[config.mk]
export PLATFORM = sky130hd
export DESIGN_NAME = bit_serializer_flat
export DESIGN_NICKNAME = d
export VERILOG_FILES = /design/src/rtl/bit_serializer_pkg.sv /design/src/rtl/bit_serializer_if.sv /design/src/rtl/bit_serializer_word_hold_reg.sv /design/src/rtl/bit_serializer.sv /design/src/flat_wrapper.sv
export SDC_FILE = /design/constraint.sdc
export NUM_CORES = 1
export LEC_CHECK = 0
export BUFFER_PORTS_ARGS = -buffer_cell sky130_fd_sc_hd__buf_2
export CAP_MARGIN = 20
export CORE_MARGIN = 2
export CORE_UTILIZATION = 55
export CTS_CLUSTER_SIZE = 20
export DETAILED_ROUTE_END_ITERATION = 8
export PLACE_DENSITY = 0.79
export SKIP_CTS_REPAIR_TIMING = 1
export SLEW_MARGIN = 40
export SYNTH_ARGS = -nofsm -noshare
export SYNTH_HDL_FRONTEND = slang
export SYNTH_SLANG_ARGS = --single-unit
export TNS_END_PERCENT = 1
[constraint.sdc]
create_clock -name clk -period 4.81 [get_ports clk]
set_input_delay 0.962 -clock clk [delete_from_list [all_inputs] [get_ports clk]]
set_output_delay 0.962 -clock clk [all_outputs]
set_load 0.005 [all_outputs]
[src/rtl/bit_serializer_pkg.sv]
// Shared definitions for the serial link: shifter states and default word format.
// Kept separate so a future deserializer can reuse the same state encoding.
package bit_serializer_pkg;

  typedef enum logic {
    IDLE  = 1'b0,
    SHIFT = 1'b1
  } ser_state_e;

  localparam int   DEFAULT_WIDTH    = 8;
  localparam logic DEFAULT_IDLE_BIT = 1'b0;

endpackage : bit_serializer_pkg

[src/rtl/bit_serializer_if.sv]
// Parallel word handshake into the serializer: data_in qualified by data_valid,
// transferred on any rising edge where data_valid and data_ready are both high.
interface bit_serializer_if #(
  parameter int WIDTH = 8
);

  logic [WIDTH-1:0] data_in;
  logic             data_valid;
  logic             data_ready;

  modport master (output data_in, output data_valid, input  data_ready);
  modport slave  (input  data_in, input  data_valid, output data_ready);

endinterface : bit_serializer_if

[src/rtl/bit_serializer_word_hold_reg.sv]
// One-entry word buffer that parks the next word while the shifter is busy.
// Its full flag alone decides whether the serializer can take another word.
module word_hold_reg #(
  parameter int WIDTH = 8
) (
  input  logic             clk,
  input  logic             reset_n,
  input  logic             load,
  input  logic             unload,
  input  logic [WIDTH-1:0] data_in,
  output logic [WIDTH-1:0] data_out,
  output logic             full,
  output logic             ready
);

  logic             full_q, full_d;
  logic [WIDTH-1:0] data_q, data_d;

  always_comb begin
    full_d = full_q;
    data_d = data_q;
    if (load) begin
      full_d = 1'b1;
      data_d = data_in;
    end else if (unload) begin
      full_d = 1'b0;
    end
  end

  always_ff @(posedge clk or negedge reset_n) begin
    if (!reset_n) full_q <= 1'b0;
    else          full_q <= full_d;
  end

  // NOTE: the data register has no reset; full_q is what marks it valid, so
  // clearing the flag alone empties the buffer.
  always_ff @(posedge clk) begin
    data_q <= data_d;
  end

  assign data_out = data_q;
  assign full     = full_q;
  assign ready    = !full_q;

endmodule : word_hold_reg

[src/rtl/bit_serializer.sv]
// Parallel-in, serial-out stage: one WIDTH-bit word in, WIDTH serial bits out,
// with a one-word holding buffer so consecutive words stream without a gap.
module bit_serializer
  import bit_serializer_pkg::*;
#(
  parameter int   WIDTH     = DEFAULT_WIDTH,
  parameter bit   MSB_FIRST = 1'b1,
  parameter logic IDLE_BIT  = DEFAULT_IDLE_BIT
) (
  input  logic                 clk,
  input  logic                 reset_n,
  bit_serializer_if.slave      in_if,
  output logic                 serial_out,
  output logic                 bit_valid,
  output logic                 frame_start,
  output logic                 busy
);

  localparam int CNT_W = $clog2(WIDTH);
  localparam logic [CNT_W-1:0] LAST_CNT = CNT_W'(WIDTH - 1);

  ser_state_e       state_q, state_d;
  logic [WIDTH-1:0] shift_q, shift_d;
  logic [CNT_W-1:0] bit_cnt_q, bit_cnt_d;

  logic             hold_full;
  logic             hold_ready;
  logic [WIDTH-1:0] hold_data;
  logic             accept;
  logic             last_bit;
  logic             load_new;
  logic             load_hold;
  logic             park_word;

  assign accept    = in_if.data_valid && hold_ready;
  assign last_bit  = (state_q == SHIFT) && (bit_cnt_q == LAST_CNT);
  // Reload from the buffer wins on the last bit; data_ready is low then anyway.
  assign load_hold = last_bit && hold_full;
  assign load_new  = accept && ((state_q == IDLE) || (last_bit && !hold_full));
  assign park_word = accept && (state_q == SHIFT) && !last_bit;

  word_hold_reg #(.WIDTH(WIDTH)) u_hold (
    .clk      (clk),
    .reset_n  (reset_n),
    .load     (park_word),
    .unload   (load_hold),
    .data_in  (in_if.data_in),
    .data_out (hold_data),
    .full     (hold_full),
    .ready    (hold_ready)
  );

  assign in_if.data_ready = hold_ready;

  // NOTE: sequential state uses non-blocking assignments so every flop samples
  // values from before the edge, independent of statement order.
  always_ff @(posedge clk or negedge reset_n) begin
    if (!reset_n) begin
      state_q   <= IDLE;
      shift_q   <= '0;
      bit_cnt_q <= '0;
    end else begin
      state_q   <= state_d;
      shift_q   <= shift_d;
      bit_cnt_q <= bit_cnt_d;
    end
  end

  // NOTE: every variable gets a default before any branch, so no path through
  // the block leaves it unassigned and no latch is inferred.
  always_comb begin
    state_d = state_q;
    unique case (state_q)
      IDLE:    if (accept) state_d = SHIFT;
      SHIFT:   if (last_bit && !load_hold && !load_new) state_d = IDLE;
      default: state_d = IDLE;
    endcase
  end

  always_comb begin
    shift_d   = shift_q;
    bit_cnt_d = bit_cnt_q;
    if (load_new) begin
      shift_d   = in_if.data_in;
      bit_cnt_d = '0;
    end else if (load_hold) begin
      shift_d   = hold_data;
      bit_cnt_d = '0;
    end else if (last_bit) begin
      shift_d   = '0;
      bit_cnt_d = '0;
    end else if (state_q == SHIFT) begin
      shift_d   = MSB_FIRST ? {shift_q[WIDTH-2:0], 1'b0} : {1'b0, shift_q[WIDTH-1:1]};
      bit_cnt_d = bit_cnt_q + 1'b1;
    end
  end

  // Outputs come only from registered state; data_in never reaches serial_out directly.
  always_comb begin
    bit_valid   = (state_q == SHIFT);
    frame_start = (state_q == SHIFT) && (bit_cnt_q == '0);
    busy        = (state_q == SHIFT) || hold_full;
    serial_out  = IDLE_BIT;
    if (state_q == SHIFT) serial_out = MSB_FIRST ? shift_q[WIDTH-1] : shift_q[0];
  end

endmodule : bit_serializer
[src/flat_wrapper.sv]
// flat-port wrapper written by rule: the top's interface ports become plain ports
module bit_serializer_flat import bit_serializer_pkg::*;
#(
  parameter int   WIDTH     = DEFAULT_WIDTH,
  parameter bit   MSB_FIRST = 1'b1,
  parameter logic IDLE_BIT  = DEFAULT_IDLE_BIT
)
  (clk, reset_n, serial_out, bit_valid, frame_start, busy, in_if_data_in, in_if_data_valid, in_if_data_ready);
  bit_serializer_if #(.WIDTH(WIDTH)) in_if_i ();
  input  logic clk;
  input  logic reset_n;
  output logic serial_out;
  output logic bit_valid;
  output logic frame_start;
  output logic busy;
  input wire logic [$bits(in_if_i.data_in)-1:0] in_if_data_in;
  input wire logic [$bits(in_if_i.data_valid)-1:0] in_if_data_valid;
  output wire logic [$bits(in_if_i.data_ready)-1:0] in_if_data_ready;
  assign in_if_i.data_in = in_if_data_in;
  assign in_if_i.data_valid = in_if_data_valid;
  assign in_if_data_ready = in_if_i.data_ready;
  bit_serializer #(.WIDTH(WIDTH), .MSB_FIRST(MSB_FIRST), .IDLE_BIT(IDLE_BIT)) u_core (.clk(clk), .reset_n(reset_n), .in_if(in_if_i), .serial_out(serial_out), .bit_valid(bit_valid), .frame_start(frame_start), .busy(busy));
endmodule
==> results of run 1 <==
worst max-delay path by stage:
| stage | slack, ns | to | cells past startpoint | from |
|---|---|---|---|---|
| 2_1_floorplan | 2.75 | u_core.u_hold.data_out[0]$_DFFE_PP_ | 4 | in_if_data_valid |
| 3_3_place_gp | 2.53 | u_core.u_hold.data_out[2]$_DFFE_PP_ | 3 | in_if_data_valid |
| 3_5_place_dp | 2.43 | u_core.u_hold.data_out[0]$_DFFE_PP_ | 3 | in_if_data_valid |
| 4_1_cts | 2.39 | frame_start | 3 | u_core.bit_valid$_DFF_PN0_ |
| 5_1_grt | 2.30 | frame_start | 3 | u_core.bit_valid$_DFF_PN0_ |
| 6_report | 2.37 | frame_start | 3 | u_core.bit_valid$_DFF_PN0_ |
worst register-to-register path: cells and delay by family (launching register included):
kind	cells	cell delay, ns
flops	1	0.43
simple gates	2	0.90
fa+ha+maj	2	0.46
logic make-up after synthesis:
group / count (synthesis) / share of synthesized area
adder cells (fa/ha/maj): 3 / 0.03690
flip-flops: 21 / 0.5560
buffers and inverters: 12 / 0.07994
AND/OR/NAND/NOR: 29 / 0.1611
AO/OA/AOI/OAI: 21 / 0.1661
synth_stat cells (all sizes together):
cell | number | area, sq um
dfrtp | 13 | 325.3
edfxtp | 8 | 240.2
nand3 | 8 | 40.04
buf | 7 | 62.56
nor3 | 7 | 35.03
o31ai | 7 | 52.55
a222oi | 6 | 60.06
inv | 4 | 15.01
ha | 3 | 37.54
nor2b | 3 | 18.77
a21oi | 2 | 10.01
a22o | 2 | 17.52
and3 | 2 | 17.52
nand2 | 2 | 7.510
nand2b | 2 | 12.51
nor2 | 2 | 10.01
o21ai | 2 | 10.01
a221o | 1 | 10.01
a221oi | 1 | 8.760
and2 | 1 | 6.260
and4 | 1 | 8.760
clkbuf | 1 | 3.750
nor3b | 1 | 7.510
registers in the layout (all words and copies together), names as in the netlist:
signal	flops
u_core.u_hold.data_out	8
u_core.shift_q	8
u_core.bit_valid	1
u_core.bit_cnt_q	3
u_core.u_hold.full	1
power by group through the flow:
stage	clock network, W	logic, W	registers, W
floorplan	0	0.000195	0.000264
global placement	0	0.000205	0.000276
detailed placement	0	0.000214	0.000279
CTS	0.0000852	0.000215	0.000275
global route	0.0000950	0.000247	0.000282
finish	0.0000846	0.000215	0.000276
cell type report:
| class | instances | area [sq um] | area share |
|---|---|---|---|
| sequential | 21 | 565.5 | 0.5213 |
| clock inverter | 1 | 5.005 | 0.004614 |
| clock buffer | 3 | 22.52 | 0.02076 |
| tap | 25 | 31.28 | 0.02884 |
| inverter | 4 | 15.01 | 0.01384 |
| multi-input combinational | 53 | 370.4 | 0.3414 |
| timing repair buffer | 15 | 75.07 | 0.06920 |
routing by layer:
metal,wire length (um),vias to the layer above,part of all wire,global-route usage
li1,-,353,-,-
met5,0,-,0,0
met4,32,0,0.016,0.1056
met1,876,367,0.45,0.2931
met3,107,6,0.055,0.03462
met2,931,32,0.48,0.2959
metrics by stage:
step | hold WS, ns | instances | utilization | area, sq um | setup WS, ns
after CTS | 0.4970 | 122 | 0.6283 | 1085 | 2.388
after floorplan | 0.4554 | 86 | - | 1017 | 2.745
after detailed placement | 0.4702 | 118 | 0.6123 | 1057 | 2.434
final | 0.4958 | 122 | 0.6283 | 1085 | 2.374
after global placement | 0.4807 | 118 | 0.6123 | 1057 | 2.534
after global routing | 0.5257 | 122 | 0.6283 | 1085 | 2.297
==> flow_metrics.py, run 1 <==
metrics = {
    "min_path": {
        "hold_path_startpoint": "u_core.u_hold.data_out[0]$_DFFE_PP_",
        "min_to": "u_core.shift_q[0]$_DFFE_PN0P_",
        "worstHoldPathCells": 1,
        "worstHoldPathType": "reg -> reg",
    },
    "logic_synthesis": {
        "synth.yosys.warnings": 0,
        "post_synth.cell_area_avg_sq_um": 11.83,
        "synth-seq-cells": 21,
        "synthDistinctLibCells": 27,
        "yosysSeqAreaShare": 0.5560,
        "netlist_area_sq_um": 1017,
        "syn_nets": 100,
        "netlist_instances": 86,
    },
    "detailed_routing": {
        "detailed_routing_iteration_count_for_the_pre_antenna_repair_pass": 4,
        "ant_nets": 0,
        "wl_per_cell_um": 15.97,
        "wl_um": 1948,
        "drt_iter0_drc": 66,
        "remaining_drc_errors": 0,
        "vias_per_std_cell": 6.213,
        "dr_total_vias": 758,
    },
    "finish": {
        "layout.cells.most_common_list": "sky130_fd_sc_hd__buf_2 (15), sky130_fd_sc_hd__dfrtp_1 (13), sky130_fd_sc_hd__nand3_1 (8), sky130_fd_sc_hd__edfxtp_1 (8)",
        "fill_cells": 151,
        "antenna_cells_inserted": 0,
        "syn_to_final_growth_pct": 6.642,
        "share_of_post_route_cells_with_drive_strength_above_1": 0.2165,
        "design.final.nets": 112,
        "mostFrequentLayoutCell": "sky130_fd_sc_hd__buf_2",
    },
    "die": {
        "io_pins": 16,
        "start_util": 0.5891,
        "die_h_um": 47.01,
        "fp.dieArea_sq_um": 2209,
        "die_x_um": 47.01,
        "design.core.area_sq_um": 1727,
        "row_count": 15,
    },
    "critical_path": {
        "reg2reg_slack_ns": 2.67,
        "worstRegToRegCells": 4,
        "worstPathCellList": "inv_1, nor3b_1, buf_2",
        "setup.worst_path.class": "reg -> out",
        "rr_startpoint": "u_core.bit_cnt_q[0]$_DFFE_PN0P_",
        "critPathArrivalTime_ns": 1.47,
        "crit_fanout": 11,
        "regToRegEndpoint": "u_core.u_hold.data_out[0]$_DFFE_PP_",
        "slowest_stage": "sky130_fd_sc_hd__dfrtp_1",
        "cp_top_family": "flip-flops",
        "cp-end-kind": "primary output",
        "timing.critical_path.slowest_cell_delay_ns": 0.53,
        "critical_path.n_buffers_inverters": 2,
        "cp-start-kind": "flop",
        "timing.critical_path.required_ns": 3.85,
    },
    "timing": {
        "finalSetupViolCount": 0,
        "fin_crit_sh": 0.5064,
        "fin_skew_ns": 0.002894,
        "max_clock_freq_mhz": 410.5,
        "rsz0062_at_grt": "false",
        "final_max_slew_viol_count": 0,
        "final.setup.tns_ns": 0,
        "worstMarginPinSlew_ns": 0.6443,
        "worst_slew_margin_relative_to_its_limit": 0.5689,
        "final_critical_delay_including_setup_and_external_delays_ns": 2.436,
        "hold_violations": 0,
    },
    "cts": {
        "clock_sinks": 21,
        "clock_tree.buffer_depth": 2,
        "cts_buffers": 3,
        "htree_levels": 1,
        "clock_insertion_delay_worst_skew_ns": 0.30,
        "cts.clk_slew.worst_paths_ns": 0.12,
        "cts_tree": "done",
        "clock_tree.root_cell": "sky130_fd_sc_hd__clkbuf_4",
    },
    "place": {
        "buffer_ports.inserted": 15,
        "gp_congestion": 0.8228,
    },
    "grt": {
        "gr-total-overflow": 0,
        "global_route.usage.total": 0.2038,
        "antenna_found_initial": 0,
        "grt_first_pass_wirelength_um": 3118,
        "grt_start_max_net_pins": 18,
        "first_global_vias": 659,
    },
    "power_and_ir_drop": {
        "netSwitchingFraction": 0.3742,
        "power_frac_clock": 0.147,
        "power_switching_w": 0.0002155,
        "register_share_of_total_power": 0.479,
        "total_power_w": 0.0005760,
        "vdd_drop_max_mv": 0.3316,
        "leakagePower_nw": 0.4464,
        "power.density_cell_area_nw_per_um2": 531.0,
        "intPower_w": 0.0003604,
        "pwr-share-comb": 0.374,
    },
    "job": {
        "max_capacitance_violation_total": 0,
    },
    "run_status": {
        "run_status": "finished, final reports clean",
    },
}
(Power assumes the default switching activity.)
==> inputs of run 2 (changes only) <==
Settings changed: CORE_UTILIZATION 55 to 54, PLACE_DENSITY 0.79 to 0.78.
Clock period 4.81 ns to 2.5 ns, I/O delays scaled along.
==> run 2 against run 1 <==
Flip-flop and latch count stayed put. Utilization is 0.18 points higher. Via count decreased by 2.6%. Setup slack worse by 2.0 ns. Non-clock buffer count grew 2. Largest cell class unchanged.
==> flow_metrics.py, run 2 (synthesis gave the netlist of run 1 again) <==
metrics = {
    "critical_path": {
        "worstPathCellList": "ha_1, ha_1, nand2b_1, nor2_1",
        "critPathArrivalTime_ns": 2.05,
        "setup.worst_path.class": "reg -> reg",
        "critical_path.n_buffers_inverters": 0,
        "timing.critical_path.slowest_cell_delay_ns": 0.56,
        "cp-end-kind": "flop",
        "timing.critical_path.required_ns": 2.45,
        "cp_top_family": "simple AND/OR/NAND/NOR gates",
        "worst_path_most_repeated_cell": "sky130_fd_sc_hd__ha_1",
        "cp-start-kind": "flop",
        "slowest_stage": "sky130_fd_sc_hd__nor2_1",
        "crit_fanout": 10,
    },
    "finish": {
        "layout.cells.most_common_list": "sky130_fd_sc_hd__buf_2 (15), sky130_fd_sc_hd__dfrtp_1 (13), sky130_fd_sc_hd__nand3_1 (8), sky130_fd_sc_hd__edfxtp_1 (8)",
        "utilization": 0.6301,
        "antenna_cells_inserted": 0,
        "multi_input_comb_area_sq_um": 370.4,
        "design.final.nets": 114,
        "fill_cells": 147,
        "mostFrequentLayoutCell": "sky130_fd_sc_hd__buf_2",
        "syn_to_final_growth_pct": 8.118,
        "share_of_post_route_cells_with_drive_strength_above_1": 0.2323,
        "layout.area.seq_sq_um": 565.5,
    },
    "die": {
        "die_h_um": 47.40,
        "row_count": 15,
        "io_pins": 16,
        "die_x_um": 47.40,
        "design.core.area_sq_um": 1745,
        "start_util": 0.5828,
        "fp.dieArea_sq_um": 2247,
    },
    "timing": {
        "final.setup.tns_ns": 0,
        "fin_crit_sh": 0.8429,
        "worstMarginPinSlew_ns": 0.6555,
        "finalSetupViolCount": 0,
        "max_clock_freq_mhz": 474.6,
        "hold_violations": 0,
        "worst_slew_margin_relative_to_its_limit": 0.5621,
        "fin_skew_ns": 0.003312,
        "final_critical_delay_including_setup_and_external_delays_ns": 2.107,
        "final_max_slew_viol_count": 0,
        "rsz0062_at_grt": "false",
    },
    "power_and_ir_drop": {
        "power_frac_clock": 0.142,
        "register_share_of_total_power": 0.471,
        "leakagePower_nw": 0.4560,
        "pwr-share-comb": 0.387,
        "intPower_w": 0.0007046,
        "netSwitchingFraction": 0.3694,
        "power_switching_w": 0.0004128,
        "vdd_drop_max_mv": 0.5537,
        "power.density_cell_area_nw_per_um2": 1016,
    },
    "detailed_routing": {
        "dr.max_layer_used": "met4",
        "remaining_drc_errors": 0,
        "routed-wl-met2_um": 1000,
        "detailed_routing_iteration_count_for_the_pre_antenna_repair_pass": 6,
        "ant_nets": 0,
        "wl_um": 1946,
        "vias_per_std_cell": 5.952,
        "detail_route.wirelength.met1_um": 842,
        "drt_iter0_drc": 54,
        "dr_total_vias": 738,
        "wl_per_cell_um": 15.69,
        "routed-wl-met3_um": 77,
    },
    "run_status": {
        "run_status": "finished, final reports clean",
    },
    "min_path": {
        "worstHoldPathType": "in -> async",
    },
    "place": {
        "gp_congestion": 0.8076,
        "hpwl_after_dpl_um": 1442,
        "buffer_ports.inserted": 15,
    },
    "grt": {
        "global_route.usage.total": 0.1990,
        "grt_first_pass_wirelength_um": 3022,
        "gr-total-overflow": 0,
        "grt_start_max_net_pins": 17,
        "first_global_vias": 649,
        "antenna_found_initial": 0,
    },
    "cts": {
        "cts_buffers": 3,
        "clock_sinks": 21,
        "cts.clk_slew.worst_paths_ns": 0.11,
        "clock_tree.buffer_depth": 2,
        "htree_levels": 1,
        "cts_tree": "done",
        "clock_insertion_delay_worst_skew_ns": 0.30,
        "clock_tree.root_cell": "sky130_fd_sc_hd__clkbuf_4",
    },
    "job": {
        "max_capacitance_violation_total": 0,
    },
}
run 2: cell count changes in the layout (fill, tap and decap cells not counted):
| cell | before | now |
|---|---|---|
| sky130_fd_sc_hd__buf_4 | 0 | 2 |
run 2: final timing paths:
path	cells after the start	slack (ns)	endpoint	start
min in group clk	1	0.38	u_core.u_hold.data_out[0]$_DFFE_PP_	in_if_data_in[0]
min	1	0.06	u_core.shift_q[7]$_DFFE_PN0P_	reset_n
max in group asynchronous	1	2.22	u_core.shift_q[2]$_DFFE_PN0P_	reset_n
min reg2reg	1	0.50	u_core.shift_q[0]$_DFFE_PN0P_	u_core.u_hold.data_out[0]$_DFFE_PP_
max reg2reg	4	0.39	u_core.u_hold.data_out[3]$_DFFE_PP_	u_core.bit_cnt_q[0]$_DFFE_PN0P_
max	4	0.39	u_core.u_hold.data_out[3]$_DFFE_PP_	u_core.bit_cnt_q[0]$_DFFE_PN0P_
run 2: layer usage:
metal  track usage  up-vias
li1              -      360
met1        0.2822      354
met2        0.3081       20
met3       0.02308        4
met4       0.08333        0
met5             0        -
run 2: cell type report:
class / count / area share
sequential: 21 / 0.5142
clock buffer: 3 / 0.02048
multi-input combinational: 53 / 0.3367
tap: 25 / 0.02844
timing repair buffer: 17 / 0.08191
inverter: 4 / 0.01365
clock inverter: 1 / 0.004551
run 2: power by group through the flow:
stage | registers (W) | logic (W) | clock network [W]
detailed placement | 0.000535 | 0.000434 | 0
finish | 0.000526 | 0.000433 | 0.000159
CTS | 0.000526 | 0.000435 | 0.000164
global route | 0.000537 | 0.000480 | 0.000184
global placement | 0.000531 | 0.000413 | 0
floorplan | 0.000508 | 0.000376 | 0
run 2: per-stage QoR:
step / std cells / power, W / area [sq um] / hold WS, ns / setup slack, ns
after detailed placement: 120 / 0.0009689 / 1072 / 0.3987 / 0.4328
final: 124 / 0.001117 / 1100 / 0.05966 / 0.3928
after global routing: 124 / 0.001201 / 1100 / 0.06415 / 0.2886
after floorplan: 86 / 0.0008836 / 1017 / 0.2044 / 0.6629
after global placement: 120 / 0.0009441 / 1072 / 0.4000 / 0.5033
after CTS: 124 / 0.001126 / 1100 / 0.06126 / 0.4112
==> inputs of run 3 (changes only) <==
Settings changed: ABC_AREA set to 1, CORE_ASPECT_RATIO set to 0.6, CORE_UTILIZATION 54 to 49, PLACE_DENSITY 0.78 to 0.74.
Clock period 2.5 ns to 1.7 ns, I/O delays scaled along.
==> run 3 against run 2 <==
Clock power grew 56%. Register-to-register slack worse by 0.29 ns. Cell count is 44% higher. Utilization fell by 5.2 points. Synthesized cell count up 51%. Sequential share of layout area is 5.2 points lower. Hold slack gained 0.15 ns. Wire length rose by 11%. First-iteration DRC count fell by 28%. Combinational power rose by 83%. Clock-buffer cell count did not move. Die area increased by 15%.
==> flow_metrics.py, run 3 <==
metrics = {
    "critical_path": {
        "cp_top_family": "flip-flops",
        "worstPathCellList": "ha_1, ha_1, inv_2, nand2_2, buf_4, nand3_1, nand2_1, inv_1, nand2_1, nand2_1",
        "slowest_stage": "sky130_fd_sc_hd__dfrtp_1",
        "timing.critical_path.required_ns": 1.97,
        "worst_path_most_repeated_cell": "sky130_fd_sc_hd__nand2_1",
        "crit_cells": 10,
        "worstRegToRegCells": 10,
        "critPathArrivalTime_ns": 1.87,
        "setup.worst_path.class": "reg -> reg",
        "critical_path.n_buffers_inverters": 3,
        "reg2reg_slack_ns": 0.1,
        "crit_fanout": 9,
        "regToRegEndpoint": "u_core.shift_q[1]$_DFFE_PN0P_",
        "cp-end-kind": "flop",
        "cp-start-kind": "flop",
        "timing.critical_path.slowest_cell_delay_ns": 0.43,
        "rr_startpoint": "u_core.bit_cnt_q[0]$_DFFE_PN0P_",
    },
    "power_and_ir_drop": {
        "leakagePower_nw": 0.6562,
        "power.density_cell_area_nw_per_um2": 1511,
        "vdd_drop_max_mv": 0.8611,
    },
    "grt": {
        "grt_start_max_net_pins": 14,
        "first_global_vias": 746,
        "global_route.usage.total": 0.1974,
        "gr-total-overflow": 0,
        "antenna_found_initial": 0,
        "grt_first_pass_wirelength_um": 3553,
    },
    "logic_synthesis": {
        "yosys.area.top_type_share": 0.3041,
        "netlist_top_cells_area": "sky130_fd_sc_hd__dfrtp_1 (30%), sky130_fd_sc_hd__edfxtp_1 (22%), sky130_fd_sc_hd__nand2_1 (18%)",
        "syn_nets": 144,
        "netlist.top_cell.by_area": "sky130_fd_sc_hd__dfrtp_1",
        "synth_top_cells_by_count": "sky130_fd_sc_hd__nand2_1 (52), sky130_fd_sc_hd__inv_1 (19), sky130_fd_sc_hd__nand3_1 (18)",
        "synthDistinctLibCells": 16,
        "netlist_area_sq_um": 1070,
        "yosysSeqAreaShare": 0.5287,
        "netlist_instances": 130,
        "synth-seq-cells": 21,
        "synth.yosys.warnings": 0,
        "synth_edf_count": 8,
        "post_synth.cell_area_avg_sq_um": 8.229,
        "async_flop_share": 0.6190,
        "yosys.cell_count.top_type": "sky130_fd_sc_hd__nand2_1",
        "synth_ff_type": "sky130_fd_sc_hd__dfrtp_1",
    },
    "finish": {
        "design.final.nets": 164,
        "share_of_post_route_cells_with_drive_strength_above_1": 0.2081,
        "postLayoutCellArea_sq_um": 1222,
        "syn_to_final_growth_pct": 14.27,
        "utilization": 0.5781,
        "layout.cells.most_common_list": "sky130_fd_sc_hd__nand2_1 (51), sky130_fd_sc_hd__inv_1 (19), sky130_fd_sc_hd__nand3_1 (18)",
        "antenna_cells_inserted": 0,
        "mostFrequentLayoutCell": "sky130_fd_sc_hd__nand2_1",
    },
    "timing": {
        "finalWorstSetupSlack_ns": 0.09988,
        "fin_skew_ns": 0.006110,
        "final_critical_delay_including_setup_and_external_delays_ns": 1.600,
        "rsz0062_at_grt": "false",
        "worstMarginPinSlew_ns": 0.3155,
        "hold_violations": 0,
        "fin_crit_sh": 0.9412,
        "max_clock_freq_mhz": 625.0,
        "final_max_slew_viol_count": 0,
        "worst_slew_margin_relative_to_its_limit": 0.7897,
        "finalSetupViolCount": 0,
    },
    "detailed_routing": {
        "dr_total_vias": 876,
        "detailed_routing_iteration_count_for_the_pre_antenna_repair_pass": 4,
        "wl_um": 2151,
        "drt_iter0_drc": 39,
        "wl_per_cell_um": 12.02,
        "ant_nets": 0,
        "remaining_drc_errors": 0,
        "vias_per_std_cell": 4.894,
    },
    "cts": {
        "cts_buffers": 3,
        "htree_levels": 1,
        "clock_tree.buffer_depth": 2,
        "clock_tree.root_cell": "sky130_fd_sc_hd__clkbuf_4",
        "clock_sinks": 21,
        "cts_tree": "done",
        "cts.clk_slew.worst_paths_ns": 0.12,
        "clock_insertion_delay_worst_skew_ns": 0.32,
    },
    "min_path": {
        "min_to": "u_core.u_hold.data_out[3]$_DFFE_PP_",
        "hold_path_startpoint": "in_if_data_in[3]",
        "worstHoldPathCells": 1,
        "worstHoldPathType": "in -> reg",
    },
    "die": {
        "io_pins": 16,
        "start_util": 0.5059,
        "die_h_um": 40.20,
        "fp.dieArea_sq_um": 2585,
        "design.core.area_sq_um": 2115,
        "die_x_um": 64.32,
        "row_count": 13,
    },
    "run_status": {
        "run_status": "finished, final reports clean",
    },
    "place": {
        "place_worst_setup_slack_ns": 0.01746,
        "gp_congestion": 0.7831,
        "dpl_cell_area_sq_um": 1177,
        "hpwl_after_dpl_um": 1633,
        "buffer_ports.inserted": 15,
    },
    "job": {
        "max_capacitance_violation_total": 0,
    },
}
==> run 3: metrics by stage <==
stage            TNS (ns)  total power (W)  hold WS (ns)  std cells
2_1_floorplan           0         0.001386       0.04441        130
3_3_place_gp            0         0.001554        0.2423        174
3_5_place_dp            0         0.001593        0.2489        174
4_1_cts        -0.0009954         0.001836       -0.1001        178
5_1_grt                 0         0.002010        0.1871        179
6_report                0         0.001847        0.2083        179
==> run 3: layer usage <==
layer / global-route usage / share of wire
met1: 0.2748 / 0.48
met2: 0.2891 / 0.43
met3: 0.06461 / 0.076
met4: 0.07979 / 0.017
met5: 0 / 0
==> run 3: layout make-up <==
| class | count | area (sq um) |
|---|---|---|
| tap | 30 | 37.54 |
| clock buffer | 3 | 22.52 |
| multi-input combinational | 85 | 414.1 |
| clock inverter | 1 | 5.005 |
| sequential | 21 | 565.5 |
| fill | 211 | 892.1 |
| timing repair buffer | 17 | 92.59 |
| inverter | 22 | 85.08 |
==> run 3: worst max-delay path by stage <==
stage	startpoint	end
global placement	u_core.bit_cnt_q[0]$_DFFE_PN0P_	u_core.u_hold.data_out[0]$_DFFE_PP_
detailed placement	u_core.bit_cnt_q[0]$_DFFE_PN0P_	u_core.u_hold.data_out[6]$_DFFE_PP_
floorplan	u_core.bit_cnt_q[0]$_DFFE_PN0P_	u_core.u_hold.data_out[0]$_DFFE_PP_
CTS	u_core.bit_cnt_q[0]$_DFFE_PN0P_	u_core.u_hold.data_out[6]$_DFFE_PP_
global route	u_core.bit_cnt_q[0]$_DFFE_PN0P_	u_core.shift_q[2]$_DFFE_PN0P_
finish	u_core.bit_cnt_q[0]$_DFFE_PN0P_	u_core.shift_q[1]$_DFFE_PN0P_
==> run 3: logic make-up (layout without fill, tap and decap cells) <==
family / Yosys count / count (layout) / synth area share
flops: 21 / 21 / 0.5287
fa+ha+maj: 3 / 3 / 0.03509
buf+inv: 24 / 43 / 0.09357
compound gates: 4 / 4 / 0.01988
simple gates: 78 / 78 / 0.3228
==> run 3: power by group <==
part | total [W] | switching [W] | internal [W]
clock | 0.000248 | 0.000160 | 0.0000882
sequential | 0.000808 | 0.000115 | 0.000693
combinational | 0.000791 | 0.000494 | 0.000297
total | 0.00185 | 0.000769 | 0.00108
